`src/rtl/dmem_arbiter_pkg.sv`:
```
// ============================================================================
// dmem_arbiter_pkg : shared types for the data-memory port arbiter
// Rev 1.0
// ============================================================================
`default_nettype none

package dmem_arbiter_pkg;

  localparam int unsigned XLEN = 32;

  typedef enum logic [1:0] {
    MEM_NONE  = 2'd0,
    MEM_LOAD  = 2'd1,
    MEM_STORE = 2'd2
  } mem_cmd_t;

  typedef enum logic [1:0] {
    ST_IDLE  = 2'd0,
    ST_ISSUE = 2'd1,
    ST_WAIT  = 2'd2,
    ST_RESP  = 2'd3
  } arb_state_t;

endpackage

`default_nettype wire

```
`src/rtl/dmem_arbiter_rr.sv`:
```
// ============================================================================
// rr_arbiter : combinational N-way round-robin picker (pointer = top priority)
// Rev 1.0
// ============================================================================
`default_nettype none

module rr_arbiter #(
  parameter int NUM_REQ = 2,
  parameter int IDXW    = $clog2(NUM_REQ)
) (
  input  logic [NUM_REQ-1:0] req_i,
  input  logic [IDXW-1:0]    ptr_i,
  output logic [NUM_REQ-1:0] gnt_o,
  output logic [IDXW-1:0]    idx_o,
  output logic               any_o
);

  logic [IDXW-1:0] cand;

  always_comb begin
    gnt_o = '0;
    idx_o = '0;
    any_o = 1'b0;
    cand  = '0;
    for (int off = 0; off < NUM_REQ; off++) begin
      cand = IDXW'((int'(ptr_i) + off) % NUM_REQ);
      if (!any_o && req_i[cand]) begin
        any_o       = 1'b1;
        gnt_o[cand] = 1'b1;
        idx_o       = cand;
      end
    end
  end

endmodule

`default_nettype wire

```
`src/rtl/dmem_arbiter.sv`:
```
// ============================================================================
// dmem_arbiter : round-robin sharing of one memory port, one transaction in
//                flight, with a response watchdog. Rev 1.0
// ============================================================================
`default_nettype none

module dmem_arbiter
  import dmem_arbiter_pkg::*;
#(
  parameter int NUM_REQ = 2,
  parameter int TIMEOUT = 64
) (
  input  logic                          clk,
  input  logic                          rst_n,
  input  logic [NUM_REQ-1:0]            req_valid_i,
  input  logic [NUM_REQ-1:0]            req_write_i,
  input  logic [NUM_REQ-1:0][XLEN-1:0]  req_addr_i,
  input  logic [NUM_REQ-1:0][XLEN-1:0]  req_wdata_i,
  output logic [NUM_REQ-1:0]            req_ready_o,
  output logic [NUM_REQ-1:0]            resp_valid_o,
  output logic [XLEN-1:0]               resp_data_o,
  output logic                          resp_err_o,
  output logic [1:0]                    mem_cmd_o,
  output logic [XLEN-1:0]               mem_addr_o,
  output logic [XLEN-1:0]               mem_wdata_o,
  input  logic                          mem_ack_i,
  input  logic                          mem_rvalid_i,
  input  logic [XLEN-1:0]               mem_rdata_i
);

  localparam int IDXW = $clog2(NUM_REQ);
  localparam int WD_W = $clog2(TIMEOUT);
  localparam logic [IDXW-1:0] IDX_LAST = IDXW'(NUM_REQ - 1);
  localparam logic [WD_W-1:0] WD_LAST  = WD_W'(TIMEOUT - 1);

  arb_state_t           state_q,      state_d;
  logic [IDXW-1:0]      rr_ptr_q,     rr_ptr_d;
  logic [IDXW-1:0]      idx_q,        idx_d;
  logic [WD_W-1:0]      wd_q,         wd_d;
  mem_cmd_t             mem_cmd_q,    mem_cmd_d;
  logic [XLEN-1:0]      mem_addr_q,   mem_addr_d;
  logic [XLEN-1:0]      mem_wdata_q,  mem_wdata_d;
  logic [NUM_REQ-1:0]   req_ready_q,  req_ready_d;
  logic [NUM_REQ-1:0]   resp_valid_q, resp_valid_d;
  logic [XLEN-1:0]      resp_data_q,  resp_data_d;
  logic                 resp_err_q,   resp_err_d;

  logic [NUM_REQ-1:0]   arb_gnt;
  logic [IDXW-1:0]      arb_idx;
  logic                 arb_any;

  rr_arbiter #(
    .NUM_REQ (NUM_REQ),
    .IDXW    (IDXW)
  ) u_rr (
    .req_i (req_valid_i),
    .ptr_i (rr_ptr_q),
    .gnt_o (arb_gnt),
    .idx_o (arb_idx),
    .any_o (arb_any)
  );

  always_comb begin
    state_d      = state_q;
    rr_ptr_d     = rr_ptr_q;
    idx_d        = idx_q;
    wd_d         = wd_q;
    mem_cmd_d    = mem_cmd_q;
    mem_addr_d   = mem_addr_q;
    mem_wdata_d  = mem_wdata_q;
    req_ready_d  = '0;
    resp_valid_d = '0;
    resp_data_d  = '0;
    resp_err_d   = 1'b0;

    case (state_q)
      ST_IDLE: begin
        if (arb_any) begin
          idx_d       = arb_idx;
          req_ready_d = arb_gnt;
          mem_cmd_d   = req_write_i[arb_idx] ? MEM_STORE : MEM_LOAD;
          mem_addr_d  = req_addr_i[arb_idx];
          mem_wdata_d = req_wdata_i[arb_idx];
          state_d     = ST_ISSUE;
        end
      end
      ST_ISSUE: begin
        if (mem_ack_i) begin
          mem_cmd_d = MEM_NONE;
          if (mem_cmd_q == MEM_STORE) begin
            resp_valid_d[idx_q] = 1'b1;
            state_d             = ST_RESP;
          end else begin
            wd_d    = '0;
            state_d = ST_WAIT;
          end
        end
      end
      ST_WAIT: begin
        if (wd_q != WD_LAST) wd_d = wd_q + WD_W'(1);
        // A late rvalid on the expiry cycle still wins over the timeout.
        if (mem_rvalid_i) begin
          resp_valid_d[idx_q] = 1'b1;
          resp_data_d         = mem_rdata_i;
          state_d             = ST_RESP;
        end else if (wd_q == WD_LAST) begin
          resp_valid_d[idx_q] = 1'b1;
          resp_err_d          = 1'b1;
          state_d             = ST_RESP;
        end
      end
      ST_RESP: begin
        rr_ptr_d = (idx_q == IDX_LAST) ? '0 : idx_q + IDXW'(1);
        state_d  = ST_IDLE;
      end
      default: state_d = ST_IDLE;
    endcase
  end

  always_ff @(posedge clk or negedge rst_n) begin
    if (!rst_n) begin
      state_q      <= ST_IDLE;
      rr_ptr_q     <= '0;
      idx_q        <= '0;
      wd_q         <= '0;
      mem_cmd_q    <= MEM_NONE;
      mem_addr_q   <= '0;
      mem_wdata_q  <= '0;
      req_ready_q  <= '0;
      resp_valid_q <= '0;
      resp_data_q  <= '0;
      resp_err_q   <= 1'b0;
    end else begin
      state_q      <= state_d;
      rr_ptr_q     <= rr_ptr_d;
      idx_q        <= idx_d;
      wd_q         <= wd_d;
      mem_cmd_q    <= mem_cmd_d;
      mem_addr_q   <= mem_addr_d;
      mem_wdata_q  <= mem_wdata_d;
      req_ready_q  <= req_ready_d;
      resp_valid_q <= resp_valid_d;
      resp_data_q  <= resp_data_d;
      resp_err_q   <= resp_err_d;
    end
  end

  assign req_ready_o  = req_ready_q;
  assign resp_valid_o = resp_valid_q;
  assign resp_data_o  = resp_data_q;
  assign resp_err_o   = resp_err_q;
  assign mem_cmd_o    = mem_cmd_q;
  assign mem_addr_o   = mem_addr_q;
  assign mem_wdata_o  = mem_wdata_q;

endmodule

`default_nettype wire

```
`config.mk`:
```
export PLATFORM = sky130hd
export DESIGN_NAME = dmem_arbiter
export DESIGN_NICKNAME = d
export VERILOG_FILES = /design/src/rtl/dmem_arbiter_pkg.sv /design/src/rtl/dmem_arbiter_rr.sv /design/src/rtl/dmem_arbiter.sv
export SDC_FILE = /design/constraint.sdc
export NUM_CORES = 1
export LEC_CHECK = 0
export BUFFER_PORTS_ARGS = -buffer_cell sky130_fd_sc_hd__buf_2
export CORE_MARGIN = 3
export CORE_UTILIZATION = 42
export CTS_BUF_LIST = sky130_fd_sc_hd__clkbuf_4 sky130_fd_sc_hd__clkbuf_8
export DETAILED_ROUTE_END_ITERATION = 10
export GPL_TIMING_DRIVEN = 0
export PLACE_DENSITY = 0.79
export SYNTH_ARGS = -nofsm -noshare
export SYNTH_HDL_FRONTEND = slang
export SYNTH_SLANG_ARGS = --single-unit
```
`constraint.sdc`:
```
create_clock -name clk -period 1.7 [get_ports clk]
set_input_delay 0 -clock clk [delete_from_list [all_inputs] [get_ports clk]]
set_output_delay 0 -clock clk [all_outputs]
set_load 0.01 [all_outputs]
```
==> results.ini, run 1 <==
[worst_setup_path]
crit_arrival_ns=2.04
worstRegToRegCells=5
start_kind=flip-flop
path_max_fanout=8
worstSetupPathType=reg2reg
r2r-end=state_q[1]$_DFFE_PN0P_
regToRegSetupSlack_ns=-0.04
timing.rr.start=state_q[0]$_DFFE_PN0P_
critical_path_required_ns=2.00
crit_buf_inv=1
endpoint_kind=flip-flop
crit_family=compound AO/OA/AOI/OAI gates
cp.depth=5
startpoint=state_q[0]$_DFFE_PN0P_
cp_slowest_stage_delay_ns=0.42
critPathSlowestCell=dfrtp_1
cp_cell_sequence=ha_1 > buf_2 > a22o_1 > a21oi_2 > mux2_1
setup.worst_path.end=state_q[1]$_DFFE_PN0P_

[detailed_routing]
drtIter0Drc=351
wl_per_cell_um=18.71
detail_route.first_pass.iterations=5
drt.antenna.violating_nets=0
avgViaCountPerCell=5.175
wirelength_um=19850
drcViolationCount=0
num_vias=5491

[die]
start_util_pct=43.99
std_cell_rows=38
die-area_um2=12990
core-area_um2=11130
io_pins=271
fp.dieW_um=114.0
die_h_um=114.0

[sta]
finalClockSkew_ns=0.01284
finalSetupViolCount=1
rsz0062_at_grt=true
layout_min_cycle_time_ns=1.735
max_slew_margin_pct=59.85
finalHoldViolCount=0
period_share_pct=102.1
setup_ws_ns=-0.03540
finalMaxSlewViolations=0
worst_pin_slew_ns=0.6022
fin_tns_setup_ns=-0.03540
max_freq_mhz=576.2

[final_layout]
utilization_pct=77.72
fin_nets=1078
syn_to_final_growth_pct=76.66
drive_above_1_share_pct=36.97
nFillCells=653

[pwr]
ir_drop_v=0.0008541
p_per_area_nw_per_um2=1363
power_w=0.01179
leakagePower_nw=4.724

[clocking]
clk_path_buf_depth=2
cts_root_buffer=clkbuf_8
htree_levels=4
numCtsBuffers=17
clock-sinks=113
clk_latency_ns=0.43
clk_pin_slew_worst_paths_ns=0.07
cts_tree=done

[placed_design]
portBuffers=270
gp_congestion=0.8014
dp_hpwl_um=11460

[yosys]
ys_ff_latch=113
avgSynthCellArea_um2=10.97
synth_cell_types=38
synth_edf_count=0
yosys_warnings=0
yosys-top-cells-count=113 x dfrtp_1, 67 x nand2_1, 65 x mux2i_1
ys.flop_type=dfrtp_1
synthTopCellsByArea=dfrtp_1 58%, mux2i_1 13%, nand2_1 5.1%, and3_1 4.2%, o21ai_1 4.2%
post-synth-top-area-cell=dfrtp_1
synthCells=446
synth_nets=620
yosys.cell_count.top_type=dfrtp_1
async_flop_share_pct=100.0
synth_seq_area_share_pct=57.77
synth_area_um2=4895
synth_top_area_share_pct=57.77

[grt]
grt_max_degree=71
grt_pass1_wl_um=31060
grt_overflow_total=0
first_global_vias=6065
track_usage_pct=30.93
antenna_found_initial=3

[run_status]
outcome=finished, violations left
violations=negative setup slack

[job]
maxCapViolCount=0

[worst_hold_path]
hold_path_class=in2async

-- worst register-to-register path: cells and delay by family (launching register included) --
| kind | cells | cell delay (ns) |
|---|---|---|
| flip-flops | 1 | 0.42 |
| buffers and inverters | 1 | 0.17 |
| AO/OA/AOI/OAI | 2 | 0.47 |
| multiplexers | 1 | 0.35 |
| adder cells (fa/ha/maj) | 1 | 0.21 |
-- worst min-delay path by stage --
| stage | slack (ns) | to | depth (start not counted) |
|---|---|---|---|
| 2_1_floorplan | -0.30 | idx_q$_DFFE_PN0P_ | 0 |
| 3_3_place_gp | 0.24 | resp_data_o[29]$_DFF_PN0_ | 2 |
| 3_5_place_dp | 0.04 | wd_q[3]$_DFFE_PN0P_ | 1 |
| 4_1_cts | 0.12 | mem_addr_o[3]$_DFFE_PN0P_ | 2 |
| 5_1_grt | 0.13 | wd_q[3]$_DFFE_PN0P_ | 2 |
| 6_report | 0.12 | wd_q[3]$_DFFE_PN0P_ | 2 |
-- area by class of cell --
type	instances	area, µm²	share of cell area, %
Antenna cell	4	10.01	0.1158
Buffer	30	193.9	2.243
Clock buffer	20	269.0	3.111
Clock inverter	12	181.4	2.098
Inverter	10	37.54	0.4341
Multi-Input combinational cell	292	1884	21.79
Sequential cell	113	2828	32.70
Tap cell	140	175.2	2.026
Timing Repair Buffer	440	3068	35.48
-- stage by stage --
step | setup slack [ns] | hold slack, ns | area (µm²) | std cells
after floorplan | 0.07879 | -0.2956 | 4895 | 446
after global placement | -0.5983 | 0.2361 | 6421 | 856
after detailed placement | -0.3675 | 0.04202 | 6451 | 857
after CTS | 0.01424 | 0.1199 | 8611 | 1057
after global routing | -0.09130 | 0.1251 | 8645 | 1060
final | -0.03540 | 0.1167 | 8647 | 1061
-- power breakdown --
group          internal [W]  switching, W  total, W  leakage (nW)
Sequential          0.00362      0.000527   0.00415          1.46
Combinational       0.00204       0.00275   0.00478          3.04
Clock               0.00170       0.00115   0.00285         0.227
-- cell families after synthesis --
kind of cell / Yosys count / share of synthesized area, %
muxes: 66 / 13.52
DFF: 113 / 57.77
AOI/OAI and AO/OA: 96 / 10.94
and+or+nand+nor: 124 / 11.89
buffers and inverters: 41 / 4.345
adders and majority gates: 6 / 1.534
-- placed cells by master, fill, tap and decap left out, types with 2 or more instances in the layout --
cell,instances
a211oi_1,2
a21oi_1,7
a31oi_1,4
and3_1,33
buf_2,273
buf_4,6
buf_6,6
bufinv_16,4
clkbuf_1,9
clkbuf_2,4
clkbuf_4,5
clkbuf_8,19
clkinv_2,2
clkinv_4,4
dfrtp_1,113
diode_2,4
dlygate4sd3_1,167
ha_1,4
inv_1,8
inv_2,2
mux2i_1,65
nand2_1,66
nand3_1,3
nor2_1,11
nor3_1,3
nor3b_1,2
o21ai_0,26
o21ai_1,41
o21ai_2,3
o31ai_1,2
-- per-layer routing --
metal,up-vias,GRT usage [%],wire [µm],part of all wire (%)
met5,-,0,0,0
met4,0,16.31,894,4.5
met3,81,7.480,1379,6.9
met2,315,55.27,10390,52
met1,2616,33.77,7185,36
li1,2479,-,-,-
-- flip-flops by register name (all words and copies together) (netlist names) --
signal	count
resp_valid_o	2
wd_q	6
idx_q	1
resp_data_o	32
mem_wdata_o	32
mem_addr_o	32
req_ready_o	2
state_q	2
resp_err_o	1
rr_ptr_q	1
mem_cmd_o	2
-- repair_timing --
item	4_1_cts	5_1_grt
hold buffers	167	0
setup endpoints to repair	82	38
resized for setup	9	12
setup buffers	2	0
endpoints found under the hold margin	143	0
(Power assumes the default switching activity.)
==> inputs of run 2 (changes only) <==
--- a/config.mk
+++ b/config.mk
@@ -6,7 +6,7 @@
 export NUM_CORES = 1
 export LEC_CHECK = 0
 export BUFFER_PORTS_ARGS = -buffer_cell sky130_fd_sc_hd__buf_2
-export CORE_MARGIN = 3
+export CORE_MARGIN = 2
 export CORE_UTILIZATION = 42
 export CTS_BUF_LIST = sky130_fd_sc_hd__clkbuf_4 sky130_fd_sc_hd__clkbuf_8
 export DETAILED_ROUTE_END_ITERATION = 10
==> results.ini, run 2 (synthesis gave the netlist of run 1 again) <==
[grt]
track_usage_pct=31.70  ; +0.77 points
grt_overflow_total=0  ; unchanged
first_global_vias=6098  ; +0.54%
antenna_found_initial=3  ; unchanged
grt_max_degree=74  ; +4.2%
grt_pass1_wl_um=30800  ; -0.84%

[job]
maxCapViolCount=0  ; unchanged

[sta]
period_share_pct=96.97  ; -5.1 points
finalMaxSlewViolations=0  ; unchanged
max_freq_mhz=606.6  ; +5.3%
finalHoldViolCount=0  ; unchanged
layout_min_cycle_time_ns=1.648  ; -0.08698 ns
finalSetupViolCount=0  ; -1
max_slew_margin_pct=62.55  ; +2.7 points
fin_tns_setup_ns=0  ; +0.03540 ns
finalClockSkew_ns=0.009749  ; -0.003087 ns
rsz0062_at_grt=true
worst_pin_slew_ns=0.5617  ; -0.04050 ns

[pwr]
internal_power_w=0.007080  ; -3.8%
p_seq_share_pct=36.2  ; +1.0 points
combPwrFrac_pct=42.1  ; +1.5 points
p_sw_w=0.004423  ; about the same
ir_drop_v=0.0007015  ; -18%
leakagePower_nw=4.703  ; -0.45%
switching_share_pct=38.45  ; +0.92 points
clkPwrFrac_pct=21.7  ; -2.5 points
power_w=0.01150  ; -2.4%
p_per_area_nw_per_um2=1334  ; -2.2%

[worst_setup_path]
path_max_fanout=10  ; +2
critical_path_required_ns=1.98  ; -0.02 ns
start_kind=flip-flop
worstSetupPathType=reg2reg
endpoint_kind=flip-flop
crit_arrival_ns=1.93  ; -0.11 ns

[clocking]
htree_levels=4  ; unchanged
numCtsBuffers=17  ; unchanged
clock-sinks=113  ; unchanged
clk_pin_slew_worst_paths_ns=0.08  ; about the same
clk_path_buf_depth=2  ; unchanged
cts_root_buffer=clkbuf_8
cts_tree=done
clk_latency_ns=0.42  ; about the same

[final_layout]
layout_commonest_cell=buf_2
drive_above_1_share_pct=37.83  ; +0.86 points
syn_to_final_growth_pct=76.23
fin_nets=1081  ; +0.28%
design_area_um2=8626  ; -0.25%
utilization_pct=75.54  ; -2.2 points
final_cell_mix=275 x buf_2, 166 x dlygate4sd3_1, 113 x dfrtp_1

[placed_design]
dp_hpwl_um=11070  ; -3.4%
portBuffers=270  ; unchanged
gp_congestion=0.8371  ; +4.5%
placed_area_um2=6455  ; about the same

[die]
fp.dieW_um=112.0  ; -1.8%
die-area_um2=12530  ; -3.5%
start_util_pct=42.87  ; -1.1 points
die_h_um=112.0  ; -1.8%
std_cell_rows=39  ; +2.6%
core-area_um2=11420  ; +2.6%
io_pins=271  ; unchanged

[detailed_routing]
avgViaCountPerCell=5.167  ; -0.16%
wl_per_cell_um=18.53  ; -0.98%
drt.antenna.violating_nets=0  ; unchanged
drcViolationCount=0  ; unchanged
num_vias=5503  ; +0.22%
wirelength_um=19730  ; -0.61%
detail_route.first_pass.iterations=5  ; unchanged
drtIter0Drc=343  ; -2.3%

[worst_hold_path]
hold_path_class=in2reg

[run_status]
outcome=finished, final reports clean

run 2: repair_timing:
action	CTS	global route
hold endpoints to repair	139	0
endpoints found under the setup margin	94	71
pin swaps	0	0
setup buffers	2	5
hold buffers	166	0
resized for setup	9	15
run 2: power groups by stage:
stage	logic, W	registers [W]	clock network, W
finish	0.00485	0.00417	0.00249
global route	0.00527	0.00426	0.00267
CTS	0.00460	0.00410	0.00252
detailed placement	0.00417	0.00415	0
global placement	0.00398	0.00411	0
floorplan	0.00196	0.00453	0
run 2: cell type report:
cell class | instances | area [µm²]
multi-input cells | 292 | 1907
clock buffers | 19 | 255.2
well taps | 143 | 178.9
flip-flops and latches | 113 | 2828
fillers | 698 | 2793
repair buffers | 444 | 3095
plain buffers | 29 | 182.7
diodes | 2 | 5.005
clock inverters | 13 | 136.4
inverters | 10 | 37.54
run 2: worst max-delay path, stage by stage (launching register included):
cell and delay [ns]:
dfrtp_1 0.41, inv_2 0.09, ha_4 0.19, o21ai_2 0.18, buf_6 0.22, buf_2 0.25
o21ai_0 0.16
run 2: path summary, 6_finish.rpt:
check / startpoint / to / slack, ns / cells after the start
max: state_q[0]$_DFFE_PN0P_ / mem_wdata_o[29]$_DFFE_PN0P_ / 0.05 / 6
min: mem_ack_i / resp_valid_o[0]$_DFF_PN0_ / 0.08 / 4
max reg2reg: state_q[0]$_DFFE_PN0P_ / mem_wdata_o[29]$_DFFE_PN0P_ / 0.05 / 6
min reg2reg: mem_wdata_o[24]$_DFFE_PN0P_ / mem_wdata_o[24]$_DFFE_PN0P_ / 0.48 / 2
max in group asynchronous: rst_n / mem_addr_o[26]$_DFFE_PN0P_ / 0.84 / 3
min in group asynchronous: rst_n / resp_data_o[26]$_DFF_PN0_ / 0.12 / 2
run 2: per-stage QoR:
stage	worst slack, ns	hold WS [ns]	std cells
after global routing	-0.05104	0.08974	1065
after global placement	-0.6196	0.2338	859
final	0.05159	0.08363	1065
after CTS	-0.01746	0.03293	1059
after floorplan	0.07879	-0.2956	446
after detailed placement	-0.3928	0.02204	860
run 2: per-layer routing:
layer | wire [µm] | vias to the layer above | track usage [%]
met1 | 7092 | 2599 | 34.18
met2 | 10310 | 328 | 56.36
met4 | 984 | 2 | 18.94
met3 | 1333 | 92 | 7.621
li1 | - | 2482 | -
met5 | 13 | - | 0
